==> src/rtl/mem_wb.sv <==
// MEM/WB stage: issues the data-memory access for loads and stores, stalls
// the front of the pipeline while the memory is busy, extracts and extends
// load data, and registers the writeback triple (rd, rwe, data).
module mem_wb (
    input  logic        clk,
    input  logic        reset,
    input  logic [2:0]  sub_op_in,
    input  logic [31:0] daddr_in,
    input  logic [31:0] reg_wdata_in,
    input  logic [4:0]  rd_in,
    input  logic [31:0] r_rv2_in,
    input  logic        rwe_in,
    input  logic        is_load_in,
    input  logic        is_store_in,
    input  logic        is_nop_in,
    output logic        dmem_req,
    output logic [31:0] dmem_addr,
    output logic [3:0]  dmem_we,
    output logic [31:0] dmem_wdata,
    input  logic [31:0] dmem_rdata,
    input  logic        dmem_ack,
    output logic [4:0]  rd_out,
    output logic        rwe_out,
    output logic [31:0] reg_wdata_out,
    output logic [31:0] wb_data_wire,
    output logic        wb_rwe_wire,
    output logic        stall_mem
);

    typedef enum logic [0:0] {
        ST_IDLE = 1'b0,
        ST_WAIT = 1'b1
    } state_t;

    state_t      r_state;
    state_t      w_state_next;

    // Instruction captured when the access does not complete in its first cycle
    logic [2:0]  r_sub_op;
    logic [31:0] r_daddr;
    logic [4:0]  r_rd;
    logic [31:0] r_rv2;
    logic        r_is_load;
    logic        r_is_store;

    logic [4:0]  r_rd_out;
    logic        r_rwe_out;
    logic [31:0] r_reg_wdata_out;

    logic [2:0]  w_sub_op;
    logic [31:0] w_daddr;
    logic [4:0]  w_rd;
    logic [31:0] w_rv2;
    logic        w_is_load;
    logic        w_is_store;
    logic        w_mem_op;
    logic        w_done;
    logic        w_capture;
    logic [31:0] w_wb_data;
    logic        w_wb_rwe;

    // Byte write enables for a store of the given width at the given lane
    function automatic logic [3:0] store_we(input logic [2:0] op, input logic [1:0] lo);
        logic [3:0] we;
        case (op)
            3'b000:  we = 4'b0001 << lo;
            3'b001:  we = lo[1] ? 4'b1100 : 4'b0011;
            3'b010:  we = 4'b1111;
            default: we = 4'b0000;
        endcase
        return we;
    endfunction

    // Store data replicated across every lane it may land in
    function automatic logic [31:0] store_wdata(input logic [2:0] op, input logic [31:0] rv2);
        logic [31:0] wd;
        case (op)
            3'b000:  wd = {4{rv2[7:0]}};
            3'b001:  wd = {2{rv2[15:0]}};
            default: wd = rv2;
        endcase
        return wd;
    endfunction

    // Select the addressed byte/half of the read word and extend it
    function automatic logic [31:0] load_extract(input logic [2:0] op, input logic [1:0] lo,
                                                 input logic [31:0] rdata);
        logic [7:0]  b;
        logic [15:0] h;
        logic [31:0] d;
        case (lo)
            2'd0:    b = rdata[7:0];
            2'd1:    b = rdata[15:8];
            2'd2:    b = rdata[23:16];
            2'd3:    b = rdata[31:24];
            default: b = 8'h00;
        endcase
        h = lo[1] ? rdata[31:16] : rdata[15:0];
        case (op)
            3'b000:  d = {{24{b[7]}}, b};
            3'b001:  d = {{16{h[15]}}, h};
            3'b010:  d = rdata;
            3'b100:  d = {24'h000000, b};
            3'b101:  d = {16'h0000, h};
            default: d = 32'h0000_0000;
        endcase
        return d;
    endfunction

    // Operand source: live inputs in IDLE, captured copy while waiting
    always_comb begin
        w_sub_op   = sub_op_in;
        w_daddr    = daddr_in;
        w_rd       = rd_in;
        w_rv2      = r_rv2_in;
        w_is_load  = is_load_in;
        w_is_store = is_store_in;
        w_mem_op   = 1'b0;
        if (r_state == ST_WAIT) begin
            w_sub_op   = r_sub_op;
            w_daddr    = r_daddr;
            w_rd       = r_rd;
            w_rv2      = r_rv2;
            w_is_load  = r_is_load;
            w_is_store = r_is_store;
            w_mem_op   = 1'b1;
        end else begin
            w_mem_op   = !is_nop_in && (is_load_in || is_store_in);
        end
    end

    assign w_done    = !reset && w_mem_op && dmem_ack;
    assign w_capture = (r_state == ST_IDLE) && w_mem_op && !dmem_ack;

    // Memory port and stall; everything is quiet while reset is held
    always_comb begin
        dmem_req   = !reset && w_mem_op;
        stall_mem  = !reset && w_mem_op && !dmem_ack;
        dmem_addr  = {w_daddr[31:2], 2'b00};
        dmem_wdata = store_wdata(w_sub_op, w_rv2);
        if (!reset && w_mem_op && w_is_store && !w_is_load) begin
            dmem_we = store_we(w_sub_op, w_daddr[1:0]);
        end else begin
            dmem_we = 4'b0000;
        end
    end

    // Writeback selection, also exported for forwarding
    always_comb begin
        w_wb_data = 32'h0000_0000;
        w_wb_rwe  = 1'b0;
        if (w_mem_op) begin
            if (w_done && w_is_load) begin
                w_wb_data = load_extract(w_sub_op, w_daddr[1:0], dmem_rdata);
                w_wb_rwe  = 1'b1;
            end else begin
                w_wb_data = 32'h0000_0000;
                w_wb_rwe  = 1'b0;
            end
        end else if (!is_nop_in) begin
            w_wb_data = reg_wdata_in;
            w_wb_rwe  = rwe_in;
        end else begin
            w_wb_data = 32'h0000_0000;
            w_wb_rwe  = 1'b0;
        end
    end

    assign wb_data_wire = w_wb_data;
    assign wb_rwe_wire  = w_wb_rwe;

    // Next state: wait out an unacknowledged access, leave on ack
    always_comb begin
        w_state_next = r_state;
        case (r_state)
            ST_IDLE: begin
                if (w_mem_op && !dmem_ack) begin
                    w_state_next = ST_WAIT;
                end else begin
                    w_state_next = ST_IDLE;
                end
            end
            ST_WAIT: begin
                if (dmem_ack) begin
                    w_state_next = ST_IDLE;
                end else begin
                    w_state_next = ST_WAIT;
                end
            end
            default: w_state_next = ST_IDLE;
        endcase
    end

    // State register
    always_ff @(posedge clk) begin
        if (reset) begin
            r_state <= ST_IDLE;
        end else begin
            r_state <= w_state_next;
        end
    end

    // Hold the instruction for the duration of a multi-cycle access
    always_ff @(posedge clk) begin
        if (reset) begin
            r_sub_op   <= 3'b000;
            r_daddr    <= 32'h0000_0000;
            r_rd       <= 5'd0;
            r_rv2      <= 32'h0000_0000;
            r_is_load  <= 1'b0;
            r_is_store <= 1'b0;
        end else if (w_capture) begin
            r_sub_op   <= sub_op_in;
            r_daddr    <= daddr_in;
            r_rd       <= rd_in;
            r_rv2      <= r_rv2_in;
            r_is_load  <= is_load_in;
            r_is_store <= is_store_in;
        end
    end

    // Registered writeback; a stalled cycle becomes a bubble with rd=0
    always_ff @(posedge clk) begin
        if (reset) begin
            r_rd_out        <= 5'd0;
            r_rwe_out       <= 1'b0;
            r_reg_wdata_out <= 32'h0000_0000;
        end else begin
            r_rd_out        <= w_wb_rwe ? w_rd : 5'd0;
            r_rwe_out       <= w_wb_rwe;
            r_reg_wdata_out <= w_wb_data;
        end
    end

    assign rd_out        = r_rd_out;
    assign rwe_out       = r_rwe_out;
    assign reg_wdata_out = r_reg_wdata_out;

endmodule

==> config.mk <==
export PLATFORM = sky130hd
export DESIGN_NAME = mem_wb
export DESIGN_NICKNAME = d
export VERILOG_FILES = /design/src/rtl/mem_wb.sv
export SDC_FILE = /design/constraint.sdc
export NUM_CORES = 1
export LEC_CHECK = 0
export BUFFER_PORTS_ARGS = -buffer_cell sky130_fd_sc_hd__buf_2
export CAP_MARGIN = 10
export CORE_UTILIZATION = 45
export DETAILED_ROUTE_END_ITERATION = 6
export PLACE_DENSITY_LB_ADDON = 0.05
export SLEW_MARGIN = 20
export SYNTH_ARGS = -nofsm -noshare
export SYNTH_HDL_FRONTEND = slang
export SYNTH_SLANG_ARGS = --single-unit
==> constraint.sdc <==
create_clock -name clk -period 2.8 [get_ports clk]
set_input_delay 0.56 -clock clk [delete_from_list [all_inputs] [get_ports clk]]
set_output_delay 0.56 -clock clk [all_outputs]
set_load 0.005 [all_outputs]
==> metrics.txt, run 1 <==
outcome complete, but fails checks; failing checks setup timing; max cap viols 0; Pwr per Cell Area slightly above 500 nW/um^2; initial core utilization 46.89%; Syn-to-layout area delta 41.13%; initial antenna violation count 1; maximum VDD drop 0.0004056 V; clk sinks 113; clock tree buffer depth 2; worst skew pair latency 0.42 ns; synthesized area per cell 7.945 um^2; GR Util All Layers 29.32%; RSZ-0062 raised after global routing yes; Die Width 120.4 um; Crit path max-delay family buffers and inverters; total die area 14500 um^2; CP cell instances buf_12 > or2_2 > o22ai_2 > o2111ai_4 > buf_6 > buf_16 > a32oi_2 > buf_2; worst reg-to-reg setup slack just over 0.6 ns; GRT overflow 0; worst-path maximum fanout 6; final wirelength 21360 um; drc violations 0; Hold-fix buffers, CTS 0; worst rel slew slack 44.18%; leak pwr 3.962 nW; first-pass detailed-route iteration total 7; WP data required 2.24 ns; vias in the first global route around 6300; # nets final 1223; worst-case reg-to-reg path depth 9; FF+latch count, synth about 110; CP bufs+invs 4; fill cell count 1221; Max stage delay cell, worst path dfxtp_4; synth unique cells around 60; Antenna Nets Post-Route 0; dpl ws 0.04112 ns; final hold violations 0; H-Tree Depth 4; Root Driver clkbuf_16; Startpoint Class register; RR Startpoint r_state; post-detail-place hpwl 15040 um; Num CTS Buffers 17; FF-to-FF End reg_wdata_out[29]; final count of negative-setup-slack endpoints 25; clock skew a little over 0.006 ns; hold depth 3; die height 120.4 um; Setup WS post-layout -0.1332 ns; achievable frequency approximately 340 MHz; n_diodes 0; first-pass GRT wire length 33070 um; Core Box Area 13450 um^2; worst path arrival time 2.37 ns; cell depth of the worst setup path 8; Placer Congestion 0.8828; Cell Area, Synth 6309 um^2; Tmin final 2.933 ns; cell row count 42; Synth Flop Type dfxtp_1; total power 4.478 mW; num ports 284; Final Cycle Share 104.8%; TritonCTS clock tree done; Hold WC Path Type in2reg; HP Start reg_wdata_in[9]; routed length per placed instance 16.83 um; Reg area roughly 2300 um^2; EDFF count, synth 0; layout cell share with drive strength beyond 1 42.09%; Reg clk slew, reported paths 0.05 ns; post-synthesis cell count 794; worst slew pin tran 0.8373 ns; vias per std cell 5.323; Setup CP Type reg2out; Iter 0 DRT Violations 491; CP Capture Type output pin; Hold Slack between 0.3 and 0.4 ns; # port buffers 281; max incr delay on CP roughly 0.37 ns; sequential element share of the synthesized area 35.86%; Ys Warns 0; vias 6755; ys async rst share 0%; Worst Hold End reg_wdata_out[9]; largest net degree at the start of global routing 78; area occupied by multi-input gates 3941 um^2; Slew Viols, Final 0
metrics by stage:
step | std cells | instance area [um^2] | setup TNS [ns] | utilization (%)
after global placement | 1221 | 7908 | 0 | 58.78
after detailed placement | 1221 | 7908 | 0 | 58.78
after global routing | 1269 | 8904 | -4.449 | 66.18
after CTS | 1267 | 8841 | -1.633 | 65.72
after floorplan | 795 | 6312 | 0 | -
final | 1269 | 8904 | -2.258 | 66.18
area by class of cell:
cell class	instances	area share, %
multi-input combinational	614	44.27
sequential	113	25.45
timing repair buffer	327	21.63
clock buffer	21	5.171
tap	176	2.473
clock inverter	11	0.7167
inverter	7	0.2951
state kept, by name, indices dropped and copies added (netlist names), 3 cells and up:
signal	flops
r_daddr	32
reg_wdata_out	32
r_rv2	32
r_sub_op	3
r_rd	5
rd_out	5
timing repair:
item,4_1_cts,5_1_grt
pin swaps,4,4
setup endpoints to repair,58,35
resized for setup,43,7
cloned,3,0
setup buffers,11,2
logic make-up (layout without fill, tap and decap cells):
| family | count (synthesis) | in the layout | share of synthesized area (%) |
|---|---|---|---|
| AO/OA/AOI/OAI | 186 | 186 | 20.27 |
| flip-flops | 113 | 113 | 35.86 |
| AND/OR/NAND/NOR | 345 | 345 | 23.66 |
| buffers and inverters | 68 | 366 | 5.256 |
| multiplexers | 81 | 81 | 14.89 |
| other | 1 | 2 | 0.05944 |
placed cells by master (no fill, tap or decap), types with 3 or more instances in the layout:
master,synthesis,routed
clkinv_2,0,7
dfxtp_1,113,112
clkbuf_16,0,17
mux4_2,5,5
and2_1,18,18
a31o_4,0,8
buf_4,5,31
clkinvlp_4,0,3
buf_16,0,3
nand2_2,1,4
nand2b_1,6,6
nand2_1,232,228
nor2b_1,5,5
inv_1,7,7
o31ai_1,7,7
nor2_1,43,42
nor3_1,5,5
buf_2,10,281
nand3_1,15,15
o21ai_0,13,12
a32oi_2,12,14
mux2_2,43,42
mux2i_1,30,29
buf_6,6,3
a21oi_1,102,102
a21boi_0,16,16
buf_12,0,7
layer usage:
metal	up-vias	wire, um	part of all wire [%]	global-route usage [%]
li1	3323	-	-	-
met1	3129	8800	41	35.86
met2	263	10510	49	49.46
met3	38	1519	7.1	7.689
met4	2	506	2.4	10.49
met5	-	13	0.061	0
cell usage after synthesis (all sizes together), types with 7 or more instances:
master | instances | share of area (%)
inv | 7 | 0.42
mux2 | 44 | 7.9
a21oi | 102 | 8.1
clkbuf | 31 | 1.8
dfxtp | 113 | 36
nand3 | 15 | 1.2
a32oi | 16 | 3.6
and2 | 19 | 1.9
buf | 30 | 3.0
o21ai | 13 | 1.0
nand2 | 234 | 14
nor2 | 43 | 2.6
a31o | 8 | 1.1
a21boi | 16 | 1.9
o31ai | 7 | 0.83
mux2i | 32 | 5.2
worst max-delay path by stage:
stage,to,start
2_1_floorplan,wb_data_wire[10],sub_op_in[1]
3_3_place_gp,wb_data_wire[16],sub_op_in[0]
3_5_place_dp,dmem_wdata[16],sub_op_in[2]
4_1_cts,wb_data_wire[10],r_state
5_1_grt,wb_data_wire[15],r_state
6_report,wb_data_wire[29],r_state
worst reg2reg max path, cell delays in order (launching register included):
cell and delay [ns]:
dfxtp_4 0.38, buf_12 0.13, mux2i_4 0.24, mux2_4 0.34, o2111ai_4 0.25, buf_6 0.18, buf_16 0.13, a32oi_2 0.12
buf_4 0.16, and2_1 0.15
where the power goes:
part	switching, mW	internal [mW]
clock network	0.762	1.16
registers	0.0284	1.67
logic	0.457	0.404
total	1.25	3.23
No activity file was read; power rests on OpenSTA's default activity.
==> run 2: changes to the inputs <==
CORE_ASPECT_RATIO = 0.7   (was not set)
==> metrics.txt, run 2 (synthesis results as in run 1) <==
outcome complete, but fails checks; failing checks setup timing; total power 4.691 mW; most frequent cells in the layout buf_2, nand2_1, dfxtp_1; vias per std cell 5.352; worst rel slew slack 43.63%; worst skew pair latency 0.40 ns; Hold WC Path Type in2reg; GRT overflow 0; Reg clk slew, reported paths 0.05 ns; first-pass detailed-route iteration total 5; initial core utilization 47.08%; Syn-to-layout area delta 38.02%; drc violations 0; Tmin final 2.853 ns; H-Tree Depth 4; # nets final 1211; layout cell share with drive strength beyond 1 between 40% and 50%; internal power ~3.5 mW; die height 101.1 um; cell row count 35; Antenna Nets Post-Route 0; most common cell after layout, fill and taps aside buf_2; CP cell instances mux2i_4 > mux2_4 > o2111ai_4 > buf_12 > a31o_2 > nand2_1 > buf_2; maximum VDD drop 0.0004371 V; Comb power frac 17.6%; largest net degree at the start of global routing between 70 and 80; WL met1 ~9000 um; Startpoint Class register; worst slew pin tran 0.8455 ns; Design Area, Final 8707 um^2; WP data required 2.24 ns; Max stage delay cell, worst path dfxtp_4; max incr delay on CP 0.42 ns; total die area 14500 um^2; uppermost routed layer met5; Root Driver clkbuf_16; Core Box Area 13400 um^2; clk sinks 113; num ports 284; vias 6759; Die Width 143.5 um; post-detail-place hpwl 14890 um; Net Sw Power 1.204 mW; RSZ-0062 raised after global routing yes; max cap viols 0; fill cell count 1226; clock skew 0.007767 ns; clock tree buffer depth 2; Hold-fix buffers, CTS 0; final count of negative-setup-slack endpoints 11; final wirelength 20970 um; Num CTS Buffers 17; Placer Congestion 0.9542; GR Util All Layers 28.18%; Setup WS post-layout -0.05282 ns; initial antenna violation count 2; CP Capture Type output pin; Clk pwr share 46.2%; Iter 0 DRT Violations 500; Pwr per Cell Area 538.7 nW/um^2; Setup CP Type reg2out; # port buffers 281; met2 routed WL 9184 um; vias in the first global route roughly 6100; achievable frequency around 350 MHz; Net Sw Frac approximately a quarter; Final Non-Filler Cells 1263; sequential share of power between 30% and 40%; worst path arrival time 2.29 ns; TritonCTS clock tree done; met3 WL 2295 um; leak pwr 3.885 nW; final hold violations 0; worst-path maximum fanout 12; # placed instances 1227; first-pass GRT wire length roughly 32000 um; Slew Viols, Final 0; Final Cycle Share 101.9%; placed inst area 7886 um^2; routed length per placed instance 16.60 um
==> run 2: path summary, 6_finish.rpt <==
path,from,end,slack (ns),depth (start not counted)
worst min-delay path,reg_wdata_in[10],reg_wdata_out[10],0.36,3
worst min register to register,r_rv2[7],r_rv2[7],0.45,2
worst max register to register,r_state,r_rv2[26],0.60,6
worst max-delay path,r_state,wb_data_wire[14],-0.05,7
==> run 2: routing by layer <==
metal	vias up	track usage, %
met5	-	0
met4	2	9.165
met3	33	9.264
met2	346	41.08
met1	3087	38.92
li1	3291	-
==> run 2: critical path, delay by kind of cell, from the launching register on <==
family | cells | cell delay, ns
buf+inv | 2 | 0.32
compound gates | 2 | 0.49
flops | 1 | 0.42
mux | 2 | 0.61
simple gates | 1 | 0.05
==> run 2: area by class of cell <==
class | count | area, um^2 | area share (%)
Clock inverter | 7 | 110.1 | 1.265
Tap cell | 185 | 231.5 | 2.658
Clock buffer | 21 | 470.5 | 5.403
Timing Repair Buffer | 315 | 1719 | 19.74
Multi-Input combinational cell | 614 | 3880 | 44.56
Inverter | 7 | 26.28 | 0.3018
Sequential cell | 113 | 2267 | 26.04
Antenna cell | 1 | 2.502 | 0.02874
==> run 2: through the flow <==
step	worst slack, ns	setup TNS [ns]	util (%)	hold WS (ns)
floorplan	0.2482	0	-	0.4320
global placement	0.1640	0	58.85	0.4418
detailed placement	0.1400	0	58.85	0.4439
CTS	-0.05512	-0.5790	63.61	0.3468
global route	-0.1500	-3.027	64.96	0.3636
finish	-0.05282	-0.4133	64.98	0.3646
==> run 2: timing repair <==
action | in CTS | in global routing
resized for setup | 10 | 21
endpoints found under the setup margin | 46 | 54
pin swaps | 0 | 2
cloned | 0 | 2
setup buffers | 1 | 4
==> run 2: power by group through the flow <==
stage | Combinational [mW] | Clock (mW) | Sequential, mW
6_report | 0.827 | 2.16 | 1.70
4_1_cts | 0.791 | 2.19 | 1.70
3_5_place_dp | 0.774 | 0 | 1.73
2_1_floorplan | 0.436 | 0 | 1.72
5_1_grt | 0.903 | 2.27 | 1.70
3_3_place_gp | 0.773 | 0 | 1.73
==> run 3: changes to the inputs <==
CELL_PAD_IN_SITES_DETAIL_PLACEMENT = 1   (was not set)
CELL_PAD_IN_SITES_GLOBAL_PLACEMENT = 1   (was not set)
CORE_UTILIZATION = 33   (was 45)
==> metrics.txt, run 3 (synthesis results as in run 1) <==
layout cell share with drive strength beyond 1 42.73%; Most Frequent Cell on Critical Path buf_6; CP cell instances buf_6 > or4b_4 > nand2_4 > o2111ai_4 > buf_6 > buf_16 > a32oi_2 > buf_2; drc violations 0; Die Width 167.3 um; routing usage on met2 37.74%; final hold violations 0; routed length per placed instance 18.95 um; # port buffers between 200 and 300; placed inst area approximately 8000 um^2; worst rel slew slack 39.49%; vias between 6000 and 7000; failing checks setup timing; maximum VDD drop around 0.00037 V; max incr delay on CP about 0.48 ns; gr busiest metal met2; # placed instances roughly 1300; most frequent cells in the layout buf_2, nand2_1, dfxtp_1; outcome complete, but fails checks; vias per std cell 5.132; worst slew pin tran 0.9076 ns; Hold-fix buffers, CTS 0; final count of negative-setup-slack endpoints 13; worst path arrival time ~2.3 ns; Setup WS post-layout -0.05338 ns; Setup CP Type reg2out; die height about 120 um; total die area 19680 um^2; Final Non-Filler Cells about 1300; achievable frequency 350.5 MHz; first-pass detailed-route iteration total 5; Core Box Area 18370 um^2; Crit path max-delay family buffers and inverters; Design Area, Final 9160 um^2; worst skew pair latency 0.41 ns; clk sinks about 110; grt met1 use roughly a third; Max stage delay cell, worst path or4b_4; H-Tree Depth 4; Num CTS Buffers 17; worst-path maximum fanout 6; Tmin final 2.853 ns; CP bufs+invs 4; TritonCTS clock tree done; Syn-to-layout area delta 45.20%; Placer Congestion roughly 0.84; max cap viols 0; setup TNS -0.3209 ns; Hold WC Path Type in2reg; num ports ~280; Final Cycle Share 101.9%; met3 global-route usage under 10%; initial core utilization 34.35%; GR Util All Layers 25.21%; GRT overflow 0; clock skew 0.008818 ns; # nets final around 1200; clock tree buffer depth 2; Root Driver clkbuf_16; vias in the first global route 6891; final core occ approximately half; CP Capture Type output pin; Iter 0 DRT Violations 399; leak pwr 4.031 nW; Slew Viols, Final 0; Antenna Nets Post-Route 0; largest net degree at the start of global routing 78; Startpoint Class register; initial antenna violation count 5; first-pass GRT wire length 38630 um; WP data required 2.24 ns; Pwr per Cell Area ~540 nW/um^2; post-detail-place hpwl 17310 um; cell row count 41; Reg clk slew, reported paths around 0.050 ns; RSZ-0062 raised after global routing yes; most common cell after layout, fill and taps aside buf_2; final wirelength 25230 um
==> run 3: metal layers <==
| layer | part of all wire (%) | vias to the layer above | wire length (um) |
|---|---|---|---|
| met5 | 0.11 | - | 27 |
| met4 | 0.97 | 4 | 245 |
| met3 | 7.3 | 24 | 1837 |
| met2 | 44 | 227 | 11020 |
| met1 | 48 | 3251 | 12100 |
| li1 | - | 3325 | - |
==> run 3: repair_timing <==
item / CTS / global route
setup buffers: 10 / 6
gates resized for setup: 25 / 35
gates cloned: 4 / 2
pin swaps: 2 / 7
endpoints found under the setup margin: 38 / 37
==> run 3: stage by stage <==
step | power [mW] | setup slack [ns] | hold slack [ns]
CTS | 4.929 | -0.03477 | 0.3402
global placement | 2.538 | 0.1017 | 0.4436
finish | 4.920 | -0.05338 | 0.3631
floorplan | 2.159 | 0.2482 | 0.4320
detailed placement | 2.541 | 0.07685 | 0.4462
global route | 5.120 | -0.1281 | 0.3508
==> run 3: final cells by class <==
type	count	area, um^2
clock buffers	21	460.4
well taps	236	295.3
multi-input cells	614	3936
inverters	7	26.28
fillers	2249	9205
flip-flops and latches	113	2267
clock inverters	10	158.9
repair buffers	328	2011
diodes	2	5.005
==> run 3: path summary, 6_finish.rpt <==
kind / start / endpoint / slack, ns / cells after the start
min: reg_wdata_in[13] / reg_wdata_out[13] / 0.36 / 3
max: r_state / wb_data_wire[19] / -0.05 / 8
max reg2reg: r_state / r_rv2[15] / 0.35 / 7
min reg2reg: r_rd[3] / r_rd[3] / 0.45 / 2
==> run 3: power breakdown <==
part / switching, mW / internal, mW
sequential: 0.0318 / 1.67
combinational: 0.489 / 0.416
clock: 0.789 / 1.53
==> run 3: worst min-delay path: cells and delay by family <==
| kind | cells | cell delay [ns] |
|---|---|---|
| AND/OR/NAND/NOR | 2 | 0.09 |
| buffers and inverters | 1 | 0.09 |
